--- src/rtl/load_store_unit_if.sv ---
// Scheduler-side request/write-back signals and the 8-bit core memory bus.
// slave = LSU side; master = scheduler + memory side.
interface load_store_unit_if;
    logic        lsu_rq_start;
    logic        lsu_rq_cmd;
    logic        lsu_rq_width;
    logic        lsu_rq_tag;
    logic [15:0] lsu_rq_addr;
    logic [15:0] lsu_rq_wdata;
    logic        lsu_wait;
    logic [15:0] lsu_data_in;
    logic        lsu_data_tag;
    logic        lsu_data_wb;
    logic [15:0] mem_addr;
    logic        mem_rd;
    logic        mem_wr;
    logic [7:0]  mem_wdata;
    logic [7:0]  mem_rdata;
    logic        mem_ready;

    modport slave (
        input  lsu_rq_start, lsu_rq_cmd, lsu_rq_width, lsu_rq_tag, lsu_rq_addr, lsu_rq_wdata,
        input  mem_rdata, mem_ready,
        output lsu_wait, lsu_data_in, lsu_data_tag, lsu_data_wb,
        output mem_addr, mem_rd, mem_wr, mem_wdata
    );

    modport master (
        output lsu_rq_start, lsu_rq_cmd, lsu_rq_width, lsu_rq_tag, lsu_rq_addr, lsu_rq_wdata,
        output mem_rdata, mem_ready,
        input  lsu_wait, lsu_data_in, lsu_data_tag, lsu_data_wb,
        input  mem_addr, mem_rd, mem_wr, mem_wdata
    );
endinterface

--- src/rtl/load_store_unit.sv ---
// Load/store stage: one request at a time, split into one or two little-endian
// byte beats on the 8-bit memory bus; load results return with their station tag.
module load_store_unit #(
    parameter bit SIGN_EXTEND_BYTE = 1'b0
) (
    input  logic               clk,
    input  logic               a_rst,
    load_store_unit_if.slave   bus
);
    typedef enum logic [1:0] {IDLE = 2'd0, LO = 2'd1, HI = 2'd2} state_t;

    typedef struct packed {
        logic        cmd;
        logic        width;
        logic        tag;
        logic [15:0] addr;
        logic [15:0] wdata;
    } lsu_req_t;

    state_t      state, state_nxt;
    lsu_req_t    req;
    logic [7:0]  res_lo;
    logic [15:0] data_q;
    logic        tag_q;
    logic        wb_q;
    logic [7:0]  ext_hi;

    logic        wait_d;
    logic [15:0] addr_d;
    logic        rd_d;
    logic        wr_d;
    logic [7:0]  wdata_d;

    // Upper byte for a byte load, taken from the beat being completed.
    assign ext_hi = {8{SIGN_EXTEND_BYTE & bus.mem_rdata[7]}};

    always_ff @(posedge clk or posedge a_rst) begin
        if (a_rst) state <= IDLE;
        else       state <= state_nxt;
    end

    always_comb begin
        state_nxt = state;
        case (state)
            IDLE: if (bus.lsu_rq_start) state_nxt = LO;
            LO:   if (bus.mem_ready)    state_nxt = req.width ? HI : IDLE;
            HI:   if (bus.mem_ready)    state_nxt = IDLE;
            default:                    state_nxt = IDLE;
        endcase
    end

    // Bus outputs decode only registered state and the latched request.
    always_comb begin
        wait_d  = 1'b0;
        addr_d  = 16'h0000;
        rd_d    = 1'b0;
        wr_d    = 1'b0;
        wdata_d = 8'h00;
        case (state)
            LO: begin
                wait_d  = 1'b1;
                addr_d  = req.addr;
                rd_d    = ~req.cmd;
                wr_d    = req.cmd;
                wdata_d = req.wdata[7:0];
            end
            HI: begin
                wait_d  = 1'b1;
                addr_d  = req.addr + 16'd1;
                rd_d    = ~req.cmd;
                wr_d    = req.cmd;
                wdata_d = req.wdata[15:8];
            end
            default: ;
        endcase
    end

    always_ff @(posedge clk or posedge a_rst) begin
        if (a_rst) begin
            req    <= '0;
            res_lo <= 8'h00;
            data_q <= 16'h0000;
            tag_q  <= 1'b0;
            wb_q   <= 1'b0;
        end else begin
            wb_q <= 1'b0;
            if (state == IDLE && bus.lsu_rq_start) begin
                req.cmd   <= bus.lsu_rq_cmd;
                req.width <= bus.lsu_rq_width;
                req.tag   <= bus.lsu_rq_tag;
                req.addr  <= bus.lsu_rq_addr;
                req.wdata <= bus.lsu_rq_wdata;
            end
            if (state == LO && bus.mem_ready && !req.cmd) begin
                if (req.width) begin
                    res_lo <= bus.mem_rdata;
                end else begin
                    data_q <= {ext_hi, bus.mem_rdata};
                    tag_q  <= req.tag;
                    wb_q   <= 1'b1;
                end
            end
            if (state == HI && bus.mem_ready && !req.cmd) begin
                data_q <= {bus.mem_rdata, res_lo};
                tag_q  <= req.tag;
                wb_q   <= 1'b1;
            end
        end
    end

    assign bus.lsu_wait     = wait_d;
    assign bus.mem_addr     = addr_d;
    assign bus.mem_rd       = rd_d;
    assign bus.mem_wr       = wr_d;
    assign bus.mem_wdata    = wdata_d;
    assign bus.lsu_data_in  = data_q;
    assign bus.lsu_data_tag = tag_q;
    assign bus.lsu_data_wb  = wb_q;
endmodule

--- src/flat_wrapper.sv ---
// flat-port wrapper written by rule: the top's interface ports become plain ports
module load_store_unit_flat 
#(
    parameter bit SIGN_EXTEND_BYTE = 1'b0
)
  (clk, a_rst, bus_lsu_rq_start, bus_lsu_rq_cmd, bus_lsu_rq_width, bus_lsu_rq_tag, bus_lsu_rq_addr, bus_lsu_rq_wdata, bus_mem_rdata, bus_mem_ready, bus_lsu_wait, bus_lsu_data_in, bus_lsu_data_tag, bus_lsu_data_wb, bus_mem_addr, bus_mem_rd, bus_mem_wr, bus_mem_wdata);
  load_store_unit_if bus_i ();
  input  logic clk;
  input  logic a_rst;
  input wire logic [$bits(bus_i.lsu_rq_start)-1:0] bus_lsu_rq_start;
  input wire logic [$bits(bus_i.lsu_rq_cmd)-1:0] bus_lsu_rq_cmd;
  input wire logic [$bits(bus_i.lsu_rq_width)-1:0] bus_lsu_rq_width;
  input wire logic [$bits(bus_i.lsu_rq_tag)-1:0] bus_lsu_rq_tag;
  input wire logic [$bits(bus_i.lsu_rq_addr)-1:0] bus_lsu_rq_addr;
  input wire logic [$bits(bus_i.lsu_rq_wdata)-1:0] bus_lsu_rq_wdata;
  input wire logic [$bits(bus_i.mem_rdata)-1:0] bus_mem_rdata;
  input wire logic [$bits(bus_i.mem_ready)-1:0] bus_mem_ready;
  output wire logic [$bits(bus_i.lsu_wait)-1:0] bus_lsu_wait;
  output wire logic [$bits(bus_i.lsu_data_in)-1:0] bus_lsu_data_in;
  output wire logic [$bits(bus_i.lsu_data_tag)-1:0] bus_lsu_data_tag;
  output wire logic [$bits(bus_i.lsu_data_wb)-1:0] bus_lsu_data_wb;
  output wire logic [$bits(bus_i.mem_addr)-1:0] bus_mem_addr;
  output wire logic [$bits(bus_i.mem_rd)-1:0] bus_mem_rd;
  output wire logic [$bits(bus_i.mem_wr)-1:0] bus_mem_wr;
  output wire logic [$bits(bus_i.mem_wdata)-1:0] bus_mem_wdata;
  assign bus_i.lsu_rq_start = bus_lsu_rq_start;
  assign bus_i.lsu_rq_cmd = bus_lsu_rq_cmd;
  assign bus_i.lsu_rq_width = bus_lsu_rq_width;
  assign bus_i.lsu_rq_tag = bus_lsu_rq_tag;
  assign bus_i.lsu_rq_addr = bus_lsu_rq_addr;
  assign bus_i.lsu_rq_wdata = bus_lsu_rq_wdata;
  assign bus_i.mem_rdata = bus_mem_rdata;
  assign bus_i.mem_ready = bus_mem_ready;
  assign bus_lsu_wait = bus_i.lsu_wait;
  assign bus_lsu_data_in = bus_i.lsu_data_in;
  assign bus_lsu_data_tag = bus_i.lsu_data_tag;
  assign bus_lsu_data_wb = bus_i.lsu_data_wb;
  assign bus_mem_addr = bus_i.mem_addr;
  assign bus_mem_rd = bus_i.mem_rd;
  assign bus_mem_wr = bus_i.mem_wr;
  assign bus_mem_wdata = bus_i.mem_wdata;
  load_store_unit #(.SIGN_EXTEND_BYTE(SIGN_EXTEND_BYTE)) u_core (.clk(clk), .a_rst(a_rst), .bus(bus_i));
endmodule
--- config.mk ---
export PLATFORM = sky130hd
export DESIGN_NAME = load_store_unit_flat
export DESIGN_NICKNAME = d
export VERILOG_FILES = /design/src/rtl/load_store_unit_if.sv /design/src/rtl/load_store_unit.sv /design/src/flat_wrapper.sv
export SDC_FILE = /design/constraint.sdc
export NUM_CORES = 1
export LEC_CHECK = 0
export CAP_MARGIN = 15
export CORE_MARGIN = 5
export CORE_UTILIZATION = 51
export CTS_CLUSTER_DIAMETER = 120
export DETAILED_ROUTE_END_ITERATION = 7
export HOLD_SLACK_MARGIN = 0.12
export PLACE_DENSITY_LB_ADDON = 0.12
export SYNTH_ARGS = -nofsm -noshare
export SYNTH_HDL_FRONTEND = slang
export SYNTH_SLANG_ARGS = --single-unit
--- constraint.sdc ---
create_clock -name clk -period 3.6 [get_ports clk]
set_input_delay 0.72 -clock clk [delete_from_list [all_inputs] [get_ports clk]]
set_output_delay 0.72 -clock clk [all_outputs]
set_load 0.02 [all_outputs]
==> flow_summary.yaml <==
sta:
  rsz0062_at_grt: "false"
  fin_crit_ns: 3.37
  fin_worst_skew_ns: 0.00719
  whs_ns: 0.490
  setup_viol: 0
  worstMarginPinSlew_ns: 0.965
  slew_viol_final: 0
  tns_ns: 0
  fmax_ghz: 0.297
  maxSlewHeadroom: 0.356
  hold_viol_final: 0
  timing.final.crit_share: 0.936
power:
  sequentialPowerShare: 0.335
  vdd_drop_max_mv: 0.575
  p_sw_mw: 1.52
  comb_power_share: 0.478
  internal-power_mw: 2.48
  powerDensity_nw_per_um2: 919
  clockPowerShare: 0.188
  leakage_nw: 1.82
  sw_frac_of_total: 0.380
detailed_routing:
  drt_wl_total_um: 7660
  vias: 2580
  viasPerCell: 5.71
  drt_first_pass_iters: 5
  wire_per_inst_um: 17.0
  drc: 0
  final_antenna_net_count: 0
  drt_iter0_markers: 116
yosys:
  synth_compound_area_frac: 0.136
  synth_top_area_frac: 0.507
  synthArstFlopShare: 1.00
  ys_top_cells_by_area: "dfrtp_1 (51%), mux2_2 (16%), mux2i_1 (2.9%)"
  yosysWarnings: 0
  synth_edf_count: 0
  synthSimpleGateAreaFrac: 0.113
  synth_common_cells: "dfrtp_1 (63), mux2_2 (45), nand2_1 (22), nor2_1 (15), o21ai_0 (14)"
  synthMuxAreaShare: 0.192
  synth-xor-area-share: 0
  synth_cell_types: 45
  synth.most_common_cell: "dfrtp_1"
  synth_fa_ha_area_frac: 0.0201
  synth_nets: 329
  ys_ff_latch: 63
  synth_flop_cell: "dfrtp_1"
  yosysSeqAreaShare: 0.507
  synthesis.area_um2: 3110
  synthCells: 277
  synth_top_family_by_area: "multiplexers"
  postSynthAreaPerCell_um2: 11.2
  synth.largest_area_cell: "dfrtp_1"
global_route:
  grt_pass1_wl_um: 12300
  overflow: 0
  grtUsageTotal: 0.206
  antenna_found_initial: 0
  grt_start_max_net_pins: 45
  first_global_vias: 2537
die:
  start_util: 0.525
  die_y_um: 88.1
  die_x_um: 88.1
  die_area_um2: 7750
  ioPinCount: 92
  core_um2: 5920
  rows: 28
layout:
  n_antenna_cell: 0
  layout-drive-gt1-share: 0.196
  fin_area_um2: 4360
  num-nets-final: 424
  syn2layout_area_growth_pct: 40.2
cts:
  cts_htree_levels: 3
  root_buffer: "clkbuf_8"
  cts_resized: 0
  numClockSinks: 63
  post-cts-setup-buffers: 0
  cts_tree: "done"
  clkTransAtPathRegs_ns: 0.07
  cts_made_buffers: 9
  clock_latency_ns: 0.34
  clockBufferDepth: 2
  holdBufCountCts: 0
critical_path:
  critPathSlowestCell: "clkdlybuf4s50_1"
  max_stage_delay_ns: 0.62
  worstSetupEndpointType: "primary output"
  crit_arrival_ns: 2.65
  crit_type: "flop to primary output"
  worstSetupStartpointType: "flop"
  path_cells: "inv_1, ha_1, clkinv_1, buf_4, nor2_1, clkdlybuf4s50_1"
  critical_path_peak_fanout: 11
  required_ns: 2.88
placement:
  portBuffers: 91
  place_area_um2: 4110
  gp_congestion: 0.813
  hpwl_um: 5550
min_path:
  hp-class: "flop to flop"
status:
  status: "complete, no violations"
flow_run:
  drv_cap: 0
[sequential cells by signal, indices dropped and copies added (netlist names)]
name and count:
u_core.res_lo 8, u_core.bus.lsu_data_wb 1, u_core.req 35, u_core.state 2
u_core.bus.lsu_data_in 16, u_core.bus.lsu_data_tag 1
[power groups by stage]
stage	Clock (mW)	Sequential (mW)	Combinational, mW
floorplan	0	1.37	1.09
global placement	0	1.32	1.88
detailed placement	0	1.34	1.92
CTS	0.771	1.34	1.93
global route	0.803	1.38	2.07
finish	0.752	1.34	1.91
[placed cells by master (no fill, tap or decap), types with 3 or more instances in the layout]
cell type / instances
clkbuf_8: 10
clkdlybuf4s50_1: 91
nand3_1: 11
o211ai_1: 3
and2_1: 3
a22o_1: 8
bufinv_16: 3
mux2_2: 45
inv_1: 8
buf_4: 7
nand2_1: 22
dfrtp_1: 63
a311oi_1: 3
mux2i_1: 9
a22oi_1: 9
a31oi_1: 5
a21oi_1: 6
o21ai_0: 14
nor2_1: 15
ha_1: 5
[area by class of cell]
type	count	area (um2)
fillers	445	1570
inverters	10	37.5
repair buffers	98	963
clock inverters	5	105
clock buffers	11	141
multi-input cells	190	1440
well taps	75	93.8
flip-flops and latches	63	1580
[cell families after synthesis]
logic type                 after synthesis
and+or+nand+nor                         70
muxes                                   54
AOI/OAI and AO/OA                       61
adders and majority gates                5
buffers and inverters                   24
DFF                                     63
[routing by layer]
| layer | track usage | part of all wire | routed length (um) |
|---|---|---|---|
| met5 | 0 | 0 | 0 |
| met4 | 0.0577 | 0.0093 | 71 |
| met3 | 0.0630 | 0.088 | 678 |
| met2 | 0.340 | 0.50 | 3820 |
| met1 | 0.264 | 0.40 | 3100 |
[worst max-delay path: cells and delay by family (launching register included)]
family,cells,cell delay (ns)
simple gates,1,0.11
fa+ha+maj,1,0.49
flops,1,0.37
buf+inv,4,1.32
[through the flow]
step | instances | setup WS [ns] | total power [mW] | utilization
2_1_floorplan | 277 | 0.896 | 2.46 | -
3_3_place_gp | 436 | 0.624 | 3.20 | 0.694
3_5_place_dp | 436 | 0.590 | 3.27 | 0.694
4_1_cts | 452 | 0.227 | 4.03 | 0.736
5_1_grt | 452 | 0.0367 | 4.26 | 0.736
6_report | 452 | 0.232 | 4.00 | 0.736
[final timing paths]
kind	slack [ns]	endpoint	cells past startpoint	from
hold reg to reg	0.49	u_core.bus.lsu_data_in[0]	2	u_core.bus.lsu_data_in[0]
min in group asynchronous	0.90	u_core.state[0]	2	a_rst
max in group asynchronous	1.96	u_core.res_lo[2]	3	a_rst
setup reg to reg	1.27	u_core.bus.lsu_data_tag	5	u_core.state[1]
setup / recovery	0.23	bus_mem_wdata[3]	6	u_core.state[1]
hold / removal	0.49	u_core.bus.lsu_data_in[0]	2	u_core.bus.lsu_data_in[0]
Power figures use the tool's default switching activity.
